**src/rtl/press_pattern_gen.sv**
```systemverilog
// Synthesises timed button waveforms: N short or N long presses, each followed by a
// fixed low gap, with abort support. All outputs come straight from flops.
module press_pattern_gen #(
  parameter int CLK_HZ   = 1000,
  parameter int SHORT_MS = 200,
  parameter int LONG_MS  = 1200,
  parameter int GAP_MS   = 200,
  parameter int CNT_W    = 16
) (
  input  logic       clk,
  input  logic       rst_n,
  input  logic       start,
  input  logic       kind,
  input  logic [3:0] count,
  input  logic       abort,
  output logic       btn,
  output logic       busy,
  output logic       done,
  output logic       aborted
);

  localparam logic [CNT_W-1:0] SHORT_T = CNT_W'(SHORT_MS * CLK_HZ / 1000);
  localparam logic [CNT_W-1:0] LONG_T  = CNT_W'(LONG_MS * CLK_HZ / 1000);
  localparam logic [CNT_W-1:0] GAP_T   = CNT_W'(GAP_MS * CLK_HZ / 1000);
  localparam logic [CNT_W-1:0] ONE     = CNT_W'(1);

  typedef enum logic [1:0] {
    IDLE  = 2'd0,
    PRESS = 2'd1,
    GAP   = 2'd2
  } state_t;

  state_t           state, state_n;
  logic [CNT_W-1:0] cnt, cnt_n;
  logic [3:0]       rem, rem_n;
  logic             kind_q, kind_n;
  logic             btn_n, busy_n, done_n, aborted_n;
  logic [CNT_W-1:0] press_t;

  assign press_t = kind_q ? LONG_T : SHORT_T;

  always_ff @(posedge clk or negedge rst_n) begin
    if (!rst_n) begin
      state   <= IDLE;
      cnt     <= '0;
      rem     <= '0;
      kind_q  <= 1'b0;
      btn     <= 1'b0;
      busy    <= 1'b0;
      done    <= 1'b0;
      aborted <= 1'b0;
    end else begin
      state   <= state_n;
      cnt     <= cnt_n;
      rem     <= rem_n;
      kind_q  <= kind_n;
      btn     <= btn_n;
      busy    <= busy_n;
      done    <= done_n;
      aborted <= aborted_n;
    end
  end

  always_comb begin
    state_n   = state;
    cnt_n     = cnt;
    rem_n     = rem;
    kind_n    = kind_q;
    btn_n     = btn;
    busy_n    = busy;
    done_n    = 1'b0;
    aborted_n = aborted;

    case (state)
      IDLE: begin
        btn_n  = 1'b0;
        busy_n = 1'b0;
        // ABORT outranks START, so a simultaneous pair leaves everything untouched
        if (start && !abort) begin
          kind_n    = kind;
          rem_n     = count;
          aborted_n = 1'b0;
          cnt_n     = '0;
          if (count != 4'd0) begin
            state_n = PRESS;
            btn_n   = 1'b1;
            busy_n  = 1'b1;
          end else begin
            done_n = 1'b1;
          end
        end
      end

      PRESS: begin
        if (abort) begin
          state_n   = GAP;
          btn_n     = 1'b0;
          rem_n     = 4'd0;
          aborted_n = 1'b1;
          cnt_n     = '0;
        end else if (cnt == press_t - ONE) begin
          state_n = GAP;
          btn_n   = 1'b0;
          rem_n   = rem - 4'd1;
          cnt_n   = '0;
        end else begin
          cnt_n = cnt + ONE;
        end
      end

      GAP: begin
        if (abort) begin
          rem_n     = 4'd0;
          aborted_n = 1'b1;
        end
        // Every press, including the last, is followed by a complete gap
        if (cnt == GAP_T - ONE) begin
          cnt_n = '0;
          if (rem != 4'd0 && !abort) begin
            state_n = PRESS;
            btn_n   = 1'b1;
          end else begin
            state_n = IDLE;
            busy_n  = 1'b0;
            done_n  = 1'b1;
          end
        end else begin
          cnt_n = cnt + ONE;
        end
      end

      default: begin
        state_n = IDLE;
        btn_n   = 1'b0;
        busy_n  = 1'b0;
        cnt_n   = '0;
      end
    endcase
  end

endmodule

```
**config.mk**
```make
export PLATFORM = sky130hd
export DESIGN_NAME = press_pattern_gen
export DESIGN_NICKNAME = d
export VERILOG_FILES = /design/src/rtl/press_pattern_gen.sv
export SDC_FILE = /design/constraint.sdc
export NUM_CORES = 1
export LEC_CHECK = 0
export ABC_AREA = 1
export BUFFER_PORTS_ARGS = -buffer_cell sky130_fd_sc_hd__buf_4
export CORE_MARGIN = 2
export CORE_UTILIZATION = 60
export CTS_CLUSTER_DIAMETER = 100
export CTS_CLUSTER_SIZE = 16
export DETAILED_ROUTE_END_ITERATION = 8
export PLACE_DENSITY = 0.89
export SKIP_LAST_GASP = 1
export SYNTH_ARGS = -nofsm -noshare
export SYNTH_HDL_FRONTEND = slang
export SYNTH_SLANG_ARGS = --single-unit
```
**constraint.sdc**
```tcl
create_clock -name clk -period 1.9 [get_ports clk]
set_input_delay 0 -clock clk [delete_from_list [all_inputs] [get_ports clk]]
set_output_delay 0 -clock clk [all_outputs]
set_load 0.05 [all_outputs]
```
==> flow_summary_export.csv, run 1 <==
group,metric,value,unit
run_status,outcome,"completed",
drt,final_antenna_net_count,0,
floorplan,row_count,20,
clocking,cts_max_path_buffers,2,
clocking,cts_root_buf,"clkbuf_4",
placed_design,gp_congestion,0.9221,
placed_design,dp_slack,8.285,ps
sta,timing.setup.tns,0,ps
floorplan,die_h,60.34,um
clocking,clk_pin_slew_worst_paths,140,ps
sta,slew_viol_final,0,
synth,ys_seq_area_frac,0.3548,
synth,syn_inst,289,
synth,postSynthAreaPerCell,6.589,um^2
layout,finalNonFillerCells,349,
layout,drive_gt1_frac,0.09836,
clocking,tritoncts,"done",
global_route,grt_pass1_wl,6665,um
sta,setup_ws,153.5,ps
placed_design,place.detailed.hpwl,3066,um
power,p_per_area,1036,nW/um^2
power,p_leak,1.105,nW
power,p_switching,1.016,mW
drt,num_vias,1792,
layout,fin_nets,323,
floorplan,io_pins,13,
sta,rsz0062_at_grt,"no",
drt,via_per_inst,5.135,
power,combPwrFrac,0.539,
global_route,grt_max_degree,28,
global_route,grt_pass1_vias,1636,
sta,tightest_slew,378.7,ps
drt,drtIter0Drc,160,
power,share_seq_of_total_power,0.346,
sta,skew,2.792,ps
drt,drt_pass1_iterations,5,
drt,drc,0,
floorplan,fp.dieW,60.34,um
placed_design,io_buffers,12,
floorplan,die_area,3640,um^2
sta,period_share,0.9192,
layout,stdcell_area,2096,um^2
flow_run,cap_violations,0,
sta,setup_viol,0,
clocking,clk_latency,330,ps
synth,yosys_warnings,0,
layout,num-fill-cells,258,
clocking,cts.sinks,27,
layout,antenna_cells,0,
global_route,grt-ovfl-total,0,
clocking,cts_inserted_buffers,3,
worst_setup_path,critPathKind,"reg2reg",
sta,finalCriticalPeriod,1746,ps
power,ir_worst_vdd,0.0007294,V
global_route,track_usage,0.2416,
synth,synth_seq_cells,27,
placed_design,place_area,2039,um^2
placed_design,place_inst,343,
worst_setup_path,critPathMaxFanout,16,
worst_setup_path,cp-start-kind,"register",
layout,utilization,0.6921,
sta,slew_headroom,0.7466,
hold_path,min_path_type,"in2reg",
clocking,h-tree-depth,1,
drt,wire_per_inst,11.36,um
worst_setup_path,cp.arrival,2000,ps
worst_setup_path,required,2160,ps
power,sw_frac_of_total,0.4680,
floorplan,initial_core_util,0.6289,
power,p_clk_frac,0.115,
layout,synthToLayoutAreaGrowth,10.05,%
sta,max_freq,572.6,MHz
floorplan,core-area,3028,um^2
clocking,cts_setup_buffers,0,
global_route,antenna_found_initial,0,
worst_setup_path,end_kind,"register",
power,intPower,1.155,mW
drt,drt_wl_total,3965,um
sta,hold_viol_final,0,
synth,ys_types,29,
synth,synth_nets,306,
synth,synth_area,1904,um^2
-- per-layer routing --
layer	GRT usage	wire [um]	vias up
li1	-	-	931
met5	0	0	-
met2	0.4332	2015	34
met4	0.09206	68	0
met3	0.02132	125	7
met1	0.3012	1756	820
-- sequential cells by signal, summed over array words and instances (netlist names) --
| signal | flops |
|---|---|
| busy | 1 |
| done | 1 |
| aborted | 1 |
| btn | 1 |
| kind_q | 1 |
| state | 2 |
| cnt | 16 |
| rem | 4 |
-- repair_timing --
item                                    in CTS  in global routing
hold buffers                                 2                  0
endpoints found under the setup margin       1                  4
gates resized for setup                      1                  1
hold endpoints to repair                    28                  0
-- stage by stage --
step                hold WS, ps  total power [mW]
floorplan                -295.6             1.631
global placement         -66.03             1.866
detailed placement       -67.39             1.909
CTS                       11.23             2.175
global route              37.61             2.356
finish                    27.74             2.172
-- placed cells by master (no fill, tap or decap) --
master         netlist  layout
o32ai_1              2       2
o21a_1               1       1
nor2_1              36      36
nand2_4              3       3
clkbuf_1             1       1
ha_1                 8       8
nor2_4               0       1
a22oi_1              1       1
nand2_1            106     106
nor2_2               2       1
nor3_2               0       1
clkbuf_4             0       3
a21oi_1              2       2
nand3b_1             2       2
o21bai_1             1       1
inv_2                3       3
nand2_2              1       1
nand3_2              2       2
nand4_1              3       3
inv_1               37      37
nand3_1             29      29
buf_4                1      15
dfrtp_1             27      27
xnor2_1              1       1
dlygate4sd3_1        0       2
xor2_1               4       4
o21ai_0              7       7
o21ai_1              1       1
nor3_1               3       2
o22ai_1              2       2
-- kinds of logic after synthesis --
family / count (synthesis) / synth area share
AOI/OAI and AO/OA: 17 / 0.05388
xor gates and xnor gates: 5 / 0.02300
adders and majority gates: 8 / 0.05256
buffers and inverters: 45 / 0.09592
DFF: 27 / 0.3548
and+or+nand+nor: 187 / 0.4198
-- worst max-delay path, stage by stage, from the launching register on --
cell and delay [ps]:
dfrtp_1 450, inv_1 80, ha_1 340, inv_1 120, nor2_4 340, nand2_1 90
nor2_1 110, nand2_1 60, o21ai_0 80
-- synth_stat cells --
cell type    n  area share
nor2_2       2      0.0066
clkbuf_1     1      0.0020
nand4_1      3      0.0099
nor3_1       3      0.0079
o21ai_1      1      0.0026
inv_1       37       0.073
nand3_2      2       0.011
buf_4        1      0.0039
nand3b_1     2      0.0079
nor2_1      36       0.071
o21bai_1     1      0.0039
nand2_4      3       0.018
o32ai_1      2      0.0092
o22ai_1      2      0.0066
nand2_2      1      0.0033
ha_1         8       0.053
a22oi_1      1      0.0039
dfrtp_1     27        0.35
o21a_1       1      0.0039
buf_2        1      0.0026
clkbuf_2     1      0.0026
buf_6        1      0.0059
nand2_1    106        0.21
o21ai_0      7       0.018
a21oi_1      2      0.0053
inv_2        3      0.0059
xor2_1       4       0.018
xnor2_1      1      0.0046
nand3_1     29       0.076
-- cell type report --
cell class | count | area [um^2] | share of cell area
timing repair buffer | 17 | 132.6 | 0.06328
multi-input combinational | 217 | 1056 | 0.5039
tap | 44 | 55.05 | 0.02627
sequential | 27 | 675.6 | 0.3224
inverter | 40 | 150.1 | 0.07164
clock buffer | 4 | 26.28 | 0.01254
-- path summary, 6_finish.rpt --
path                            startpoint       to  slack [ps]  cells past startpoint
max in group asynchronous            rst_n   kind_q        1550                      2
worst max-delay path              state[0]   cnt[6]         150                      8
worst min register to register         btn      btn         490                      2
min in group asynchronous            rst_n  cnt[15]         100                      2
worst max register to register    state[0]   cnt[6]         150                      8
worst min-delay path              count[2]   rem[2]          30                      3
-- power by group through the flow --
stage | Sequential, mW | Combinational, mW | Clock [mW]
floorplan | 0.841 | 0.790 | 0
global placement | 0.757 | 1.11 | 0
detailed placement | 0.762 | 1.15 | 0
CTS | 0.752 | 1.17 | 0.255
global route | 0.761 | 1.32 | 0.272
finish | 0.752 | 1.17 | 0.251
Note: power is estimated with default switching activity, not from simulation.
==> run 2: changes to the inputs <==
--- a/config.mk
+++ b/config.mk
@@ -12,7 +12,8 @@
 export CTS_CLUSTER_DIAMETER = 100
 export CTS_CLUSTER_SIZE = 16
 export DETAILED_ROUTE_END_ITERATION = 8
-export PLACE_DENSITY = 0.89
+export PLACE_DENSITY = 0.79
+export REMOVE_ABC_BUFFERS = 1
 export SKIP_LAST_GASP = 1
 export SYNTH_ARGS = -nofsm -noshare
 export SYNTH_HDL_FRONTEND = slang
==> run 2 against run 1 <==
Against the previous run: total power grew 1.5%; setup slack gained 65 ps; final cell count grew 0.57%; via count is the same; cell area grew 0.84%; clock-buffer cell count is the same; die area is the same; worst hold slack lost 12 ps; highest routed layer unchanged.
==> flow_summary_export.csv, run 2 (synthesis gave the netlist of run 1 again) <==
group,metric,value,unit
global_route,met2_usage,0.4550,
power,finalPower,2.205,mW
drt,drt_pass1_iterations,4,
clocking,tritoncts,"done",
sta,skew,3.530,ps
clocking,cts_max_path_buffers,2,
layout,layout_commonest_cell,"nand2_1",
global_route,grt-ovfl-total,0,
worst_setup_path,cp-endpoint,"aborted",
placed_design,place.detailed.hpwl,2996,um
sta,max_freq,594.8,MHz
run_status,outcome,"completed",
clocking,cts_root_buf,"clkbuf_4",
layout,layout.cells.most_common_list,"nand2_1, inv_1, nor2_1",
worst_setup_path,crit_slowest_cell,"dfrtp_1",
sta,setup_ws,218.7,ps
power,sw_frac_of_total,0.4671,
power,ir_worst_vdd,0.001029,V
worst_setup_path,r2r_cells,8,
power,share_seq_of_total_power,0.340,
worst_setup_path,r2r-end,"aborted",
sta,slew_headroom,0.7333,
drt,drc,0,
sta,period_share,0.8849,
clocking,clk_latency,330,ps
sta,tightest_slew,399.1,ps
drt,drtIter0Drc,117,
power,p_per_area,1044,nW/um^2
placed_design,io_buffers,12,
global_route,grt_pass1_vias,1764,
layout,antenna_cells,0,
worst_setup_path,cp-startpoint,"state[0]",
worst_setup_path,critPathMaxStageDelay,440,ps
worst_setup_path,end_kind,"register",
power,p_clk_frac,0.115,
clocking,cts.sinks,27,
clocking,h-tree-depth,1,
global_route,grt_max_degree,28,
floorplan,io_pins,13,
worst_setup_path,required,2130,ps
drt,wire_per_inst,11.25,um
floorplan,die_h,60.34,um
layout,top_register,"cnt",
worst_setup_path,rr_startpoint,"state[0]",
power,p_switching,1.030,mW
layout,largest_reg_flops,16,
placed_design,gp_congestion,0.8904,
clocking,cts_inserted_buffers,3,
global_route,antenna_found_initial,0,
global_route,met3_usage,0.02559,
flow_run,cap_violations,0,
worst_setup_path,cp.arrival,1910,ps
floorplan,die_area,3640,um^2
sta,hold_viol_final,0,
worst_setup_path,critPathMaxFanout,10,
worst_setup_path,path_cells,"inv_1, ha_1, nand2_1, inv_2, buf_4, buf_4, o32ai_1, inv_1",
layout,synthToLayoutAreaGrowth,10.97,%
floorplan,fp.dieW,60.34,um
floorplan,row_count,20,
sta,timing.setup.tns,0,ps
layout,fin_nets,325,
sta,setup_viol,0,
worst_setup_path,critPathKind,"reg2reg",
clocking,clk_pin_slew_worst_paths,140,ps
hold_path,min_path_type,"in2reg",
drt,drt_wl_total,3950,um
sta,slew_viol_final,0,
global_route,busiest_layer,"met2",
sta,rsz0062_at_grt,"no",
drt,final_antenna_net_count,0,
drt,num_vias,1792,
power,combPwrFrac,0.545,
global_route,use_met1,0.2988,
layout,largestRegisters,"cnt: 16 flops, rem: 4 flops, state: 2 flops",
power,intPower,1.175,mW
worst_setup_path,rrSetupSlack,220,ps
power,p_leak,1.114,nW
floorplan,core-area,3028,um^2
floorplan,initial_core_util,0.6289,
global_route,track_usage,0.2521,
worst_setup_path,cp-start-kind,"register",
global_route,grt_pass1_wl,7065,um
layout,drive_gt1_frac,0.1010,
sta,finalCriticalPeriod,1681,ps
placed_design,dp_slack,74.89,ps
drt,via_per_inst,5.105,
clocking,cts_setup_buffers,0,
run 2: cell types whose count changed in the layout (fill, tap and decap cells not counted):
cell and change:
dlygate4sd3_1 +1, buf_4 +1
run 2: routing by layer:
metal  part of all wire  wire [um]
met1               0.45       1761
met2               0.51       1995
met3              0.024         95
met4              0.025         97
met5                  0          0
run 2: power by group through the flow:
| stage | Clock, mW | Sequential, mW | Combinational [mW] |
|---|---|---|---|
| after CTS | 0.261 | 0.749 | 1.18 |
| final | 0.254 | 0.750 | 1.20 |
| after detailed placement | 0 | 0.760 | 1.17 |
| after global placement | 0 | 0.756 | 1.16 |
| after global routing | 0.286 | 0.768 | 1.35 |
| after floorplan | 0 | 0.841 | 0.737 |
run 2: final cells by class:
| type | count | area [um^2] |
|---|---|---|
| multi-input cells | 217 | 1056 |
| fillers | 262 | 914.6 |
| flip-flops and latches | 27 | 675.6 |
| repair buffers | 19 | 150.1 |
| inverters | 40 | 150.1 |
| well taps | 44 | 55.05 |
| clock buffers | 4 | 26.28 |
run 2: worst min-delay path by stage:
stage	from	to	slack, ps	depth (start not counted)
finish	start	done	20	3
floorplan	rst_n	aborted	-300	0
CTS	start	done	0.3	3
global route	start	done	10	3
global placement	rst_n	rem[1]	-70	1
detailed placement	rst_n	rem[3]	-60	1
run 2: per-stage QoR:
step,instance area [um^2],util,std cells,hold slack [ps]
global route,2113,0.6979,351,11.53
detailed placement,2047,0.6760,344,-64.18
CTS,2103,0.6946,351,0.3078
finish,2113,0.6979,351,16.20
floorplan,1872,-,284,-295.6
global placement,2047,0.6760,344,-66.20
run 2: repair_timing:
item                                    in CTS  in global routing
gates resized for setup                      0                  2
hold endpoints to repair                    29                  0
hold buffers                                 3                  0
endpoints found under the setup margin       0                 10
run 2: critical path, delay by kind of cell, from the launching register on:
kind / cells / cell delay, ps
AOI/OAI and AO/OA: 1 / 230
adders and majority gates: 1 / 230
buffers and inverters: 5 / 550
DFF: 1 / 440
and+or+nand+nor: 1 / 130
==> run 3: changes to the inputs <==
--- a/config.mk
+++ b/config.mk
@@ -7,12 +7,12 @@
 export LEC_CHECK = 0
 export ABC_AREA = 1
 export BUFFER_PORTS_ARGS = -buffer_cell sky130_fd_sc_hd__buf_4
-export CORE_MARGIN = 2
+export CORE_MARGIN = 8
 export CORE_UTILIZATION = 60
 export CTS_CLUSTER_DIAMETER = 100
 export CTS_CLUSTER_SIZE = 16
 export DETAILED_ROUTE_END_ITERATION = 8
-export PLACE_DENSITY = 0.79
+export PLACE_DENSITY = 0.76
 export REMOVE_ABC_BUFFERS = 1
 export SKIP_LAST_GASP = 1
 export SYNTH_ARGS = -nofsm -noshare
==> run 3 against run 2 <==
Against the previous run: setup slack lost 68 ps; critical path depth grew 1; worst hold slack improved by 26 ps; routed wire length is 7.1% higher; die area is 44% higher; clock skew shrank 1.4 ps; largest cell class unchanged; total power rose by 0.22%; sequential power about the same; critical endpoint is now rem[0]; sequential share of layout area shrank 0.19 points; clock power about the same; global-route usage is 7.5 points lower.
==> flow_summary_export.csv, run 3 (synthesis gave the netlist of run 1 again) <==
group,metric,value,unit
worst_setup_path,required,2140,ps
sta,slew_headroom,0.7363,
clocking,cts_max_path_buffers,2,
power,p_per_area,1040,nW/um^2
sta,max_freq,571.5,MHz
clocking,clk_pin_slew_worst_paths,150,ps
placed_design,gp_congestion,0.8277,
worst_setup_path,r2r_cells,9,
placed_design,dp_slack,-4.530,ps
power,ir_worst_vdd,0.0009216,V
placed_design,io_buffers,12,
placed_design,place.detailed.hpwl,3117,um
sta,setup_ws,150.2,ps
layout,utilization,0.7021,
drt,wire_per_inst,12.02,um
power,p_leak,1.118,nW
drt,drtIter0Drc,89,
clocking,tritoncts,"done",
layout,drive_gt1_frac,0.09740,
hold_path,hold_depth,4,
layout,finalNonFillerCells,352,
layout,layout.cells.most_common_list,"nand2_1, inv_1, nor2_1",
global_route,track_usage,0.1776,
drt,drc,0,
clocking,cts_root_buf,"clkbuf_4",
hold_path,hold_path_startpoint,"count[1]",
drt,drt_pass1_iterations,5,
worst_setup_path,end_kind,"register",
floorplan,fp.dieW,72.34,um
global_route,grt_pass1_vias,1783,
worst_setup_path,r2r-end,"rem[0]",
power,finalPower,2.210,mW
sta,skew,2.125,ps
sta,slew_viol_final,0,
layout,largest_reg_flops,16,
global_route,grt_max_degree,28,
layout,largestRegisters,"cnt: 16 flops, rem: 4 flops, state: 2 flops",
global_route,antenna_found_initial,0,
floorplan,row_count,20,
sta,hold_viol_final,0,
sta,setup_viol,0,
clocking,clk_latency,320,ps
drt,via_per_inst,5.108,
sta,finalCriticalPeriod,1750,ps
layout,stdcell_area,2126,um^2
run_status,outcome,"completed",
layout,top_register,"cnt",
flow_run,cap_violations,0,
placed_design,place_inst,342,
sta,hold_ws,41.88,ps
layout,fin_nets,326,
global_route,grt-ovfl-total,0,
worst_setup_path,cp-start-kind,"register",
clocking,cts.sinks,27,
placed_design,place_area,2032,um^2
drt,drt_wl_total,4231,um
sta,timing.setup.tns,0,ps
global_route,grt_pass1_wl,7624,um
floorplan,io_pins,13,
worst_setup_path,cp.arrival,1990,ps
clocking,cts_inserted_buffers,3,
sta,rsz0062_at_grt,"no",
drt,final_antenna_net_count,0,
worst_setup_path,critPathKind,"reg2reg",
worst_setup_path,rr_startpoint,"state[0]",
floorplan,initial_core_util,0.6289,
hold_path,min_path_type,"in2reg",
hold_path,min_to,"done",
drt,num_vias,1798,
clocking,h-tree-depth,1,
worst_setup_path,rrSetupSlack,150,ps
layout,synthToLayoutAreaGrowth,11.63,%
floorplan,die_h,72.34,um
floorplan,die_area,5232,um^2
floorplan,core-area,3028,um^2
sta,tightest_slew,394.7,ps
worst_setup_path,critPathMaxFanout,16,
sta,period_share,0.9209,
layout,antenna_cells,0,
layout,layout_commonest_cell,"nand2_1",
-- run 3: changes by cell type in the layout (fill, tap and decap cells not counted) --
cell | before | now
dlygate4sd3_1 | 3 | 5
buf_4 | 16 | 15
-- run 3: where the power goes --
part	internal [mW]	switching, mW
Combinational	0.397	0.808
Sequential	0.677	0.0735
Clock	0.0823	0.172
Total	1.16	1.05
-- run 3: worst max path at each step --
stage,start,end,slack [ps],cells past startpoint
after detailed placement,state[0],cnt[6],-5,8
after floorplan,state[0],cnt[4],290,8
after global placement,state[0],cnt[4],60,7
final,state[0],rem[0],150,9
after CTS,state[0],rem[2],50,9
after global routing,state[1],cnt[12],20,8
-- run 3: final cells by class --
type	count	area, um^2
inverters	40	150.1
clock buffers	4	26.28
multi-input cells	217	1056
repair buffers	20	162.7
well taps	44	55.05
fillers	281	902.1
flip-flops and latches	27	675.6
-- run 3: worst max-delay path, stage by stage (launching register included) --
cell and delay, ps:
dfrtp_1 420, inv_1 90, ha_1 240, nand2_1 130
inv_2 70, buf_4 200, nor3_2 170, nand2_1 170
nand2_1 110, nand2_1 50
-- run 3: what timing repair did --
action                                  in CTS  in global routing
hold buffers                                 5                  0
setup buffers                                0                  1
endpoints found under the setup margin       3                  7
resized for setup                            1                  1
gates cloned                                 0                  0
endpoints found under the hold margin       31                  0
pin swaps                                    0                  1
-- run 3: metal layers --
| layer | part of all wire | vias to the layer above | GRT usage |
|---|---|---|---|
| li1 | - | 936 | - |
| met1 | 0.45 | 822 | 0.2125 |
| met2 | 0.50 | 32 | 0.3119 |
| met3 | 0.027 | 8 | 0.02479 |
| met4 | 0.014 | 0 | 0.06576 |
| met5 | 0 | - | 0 |
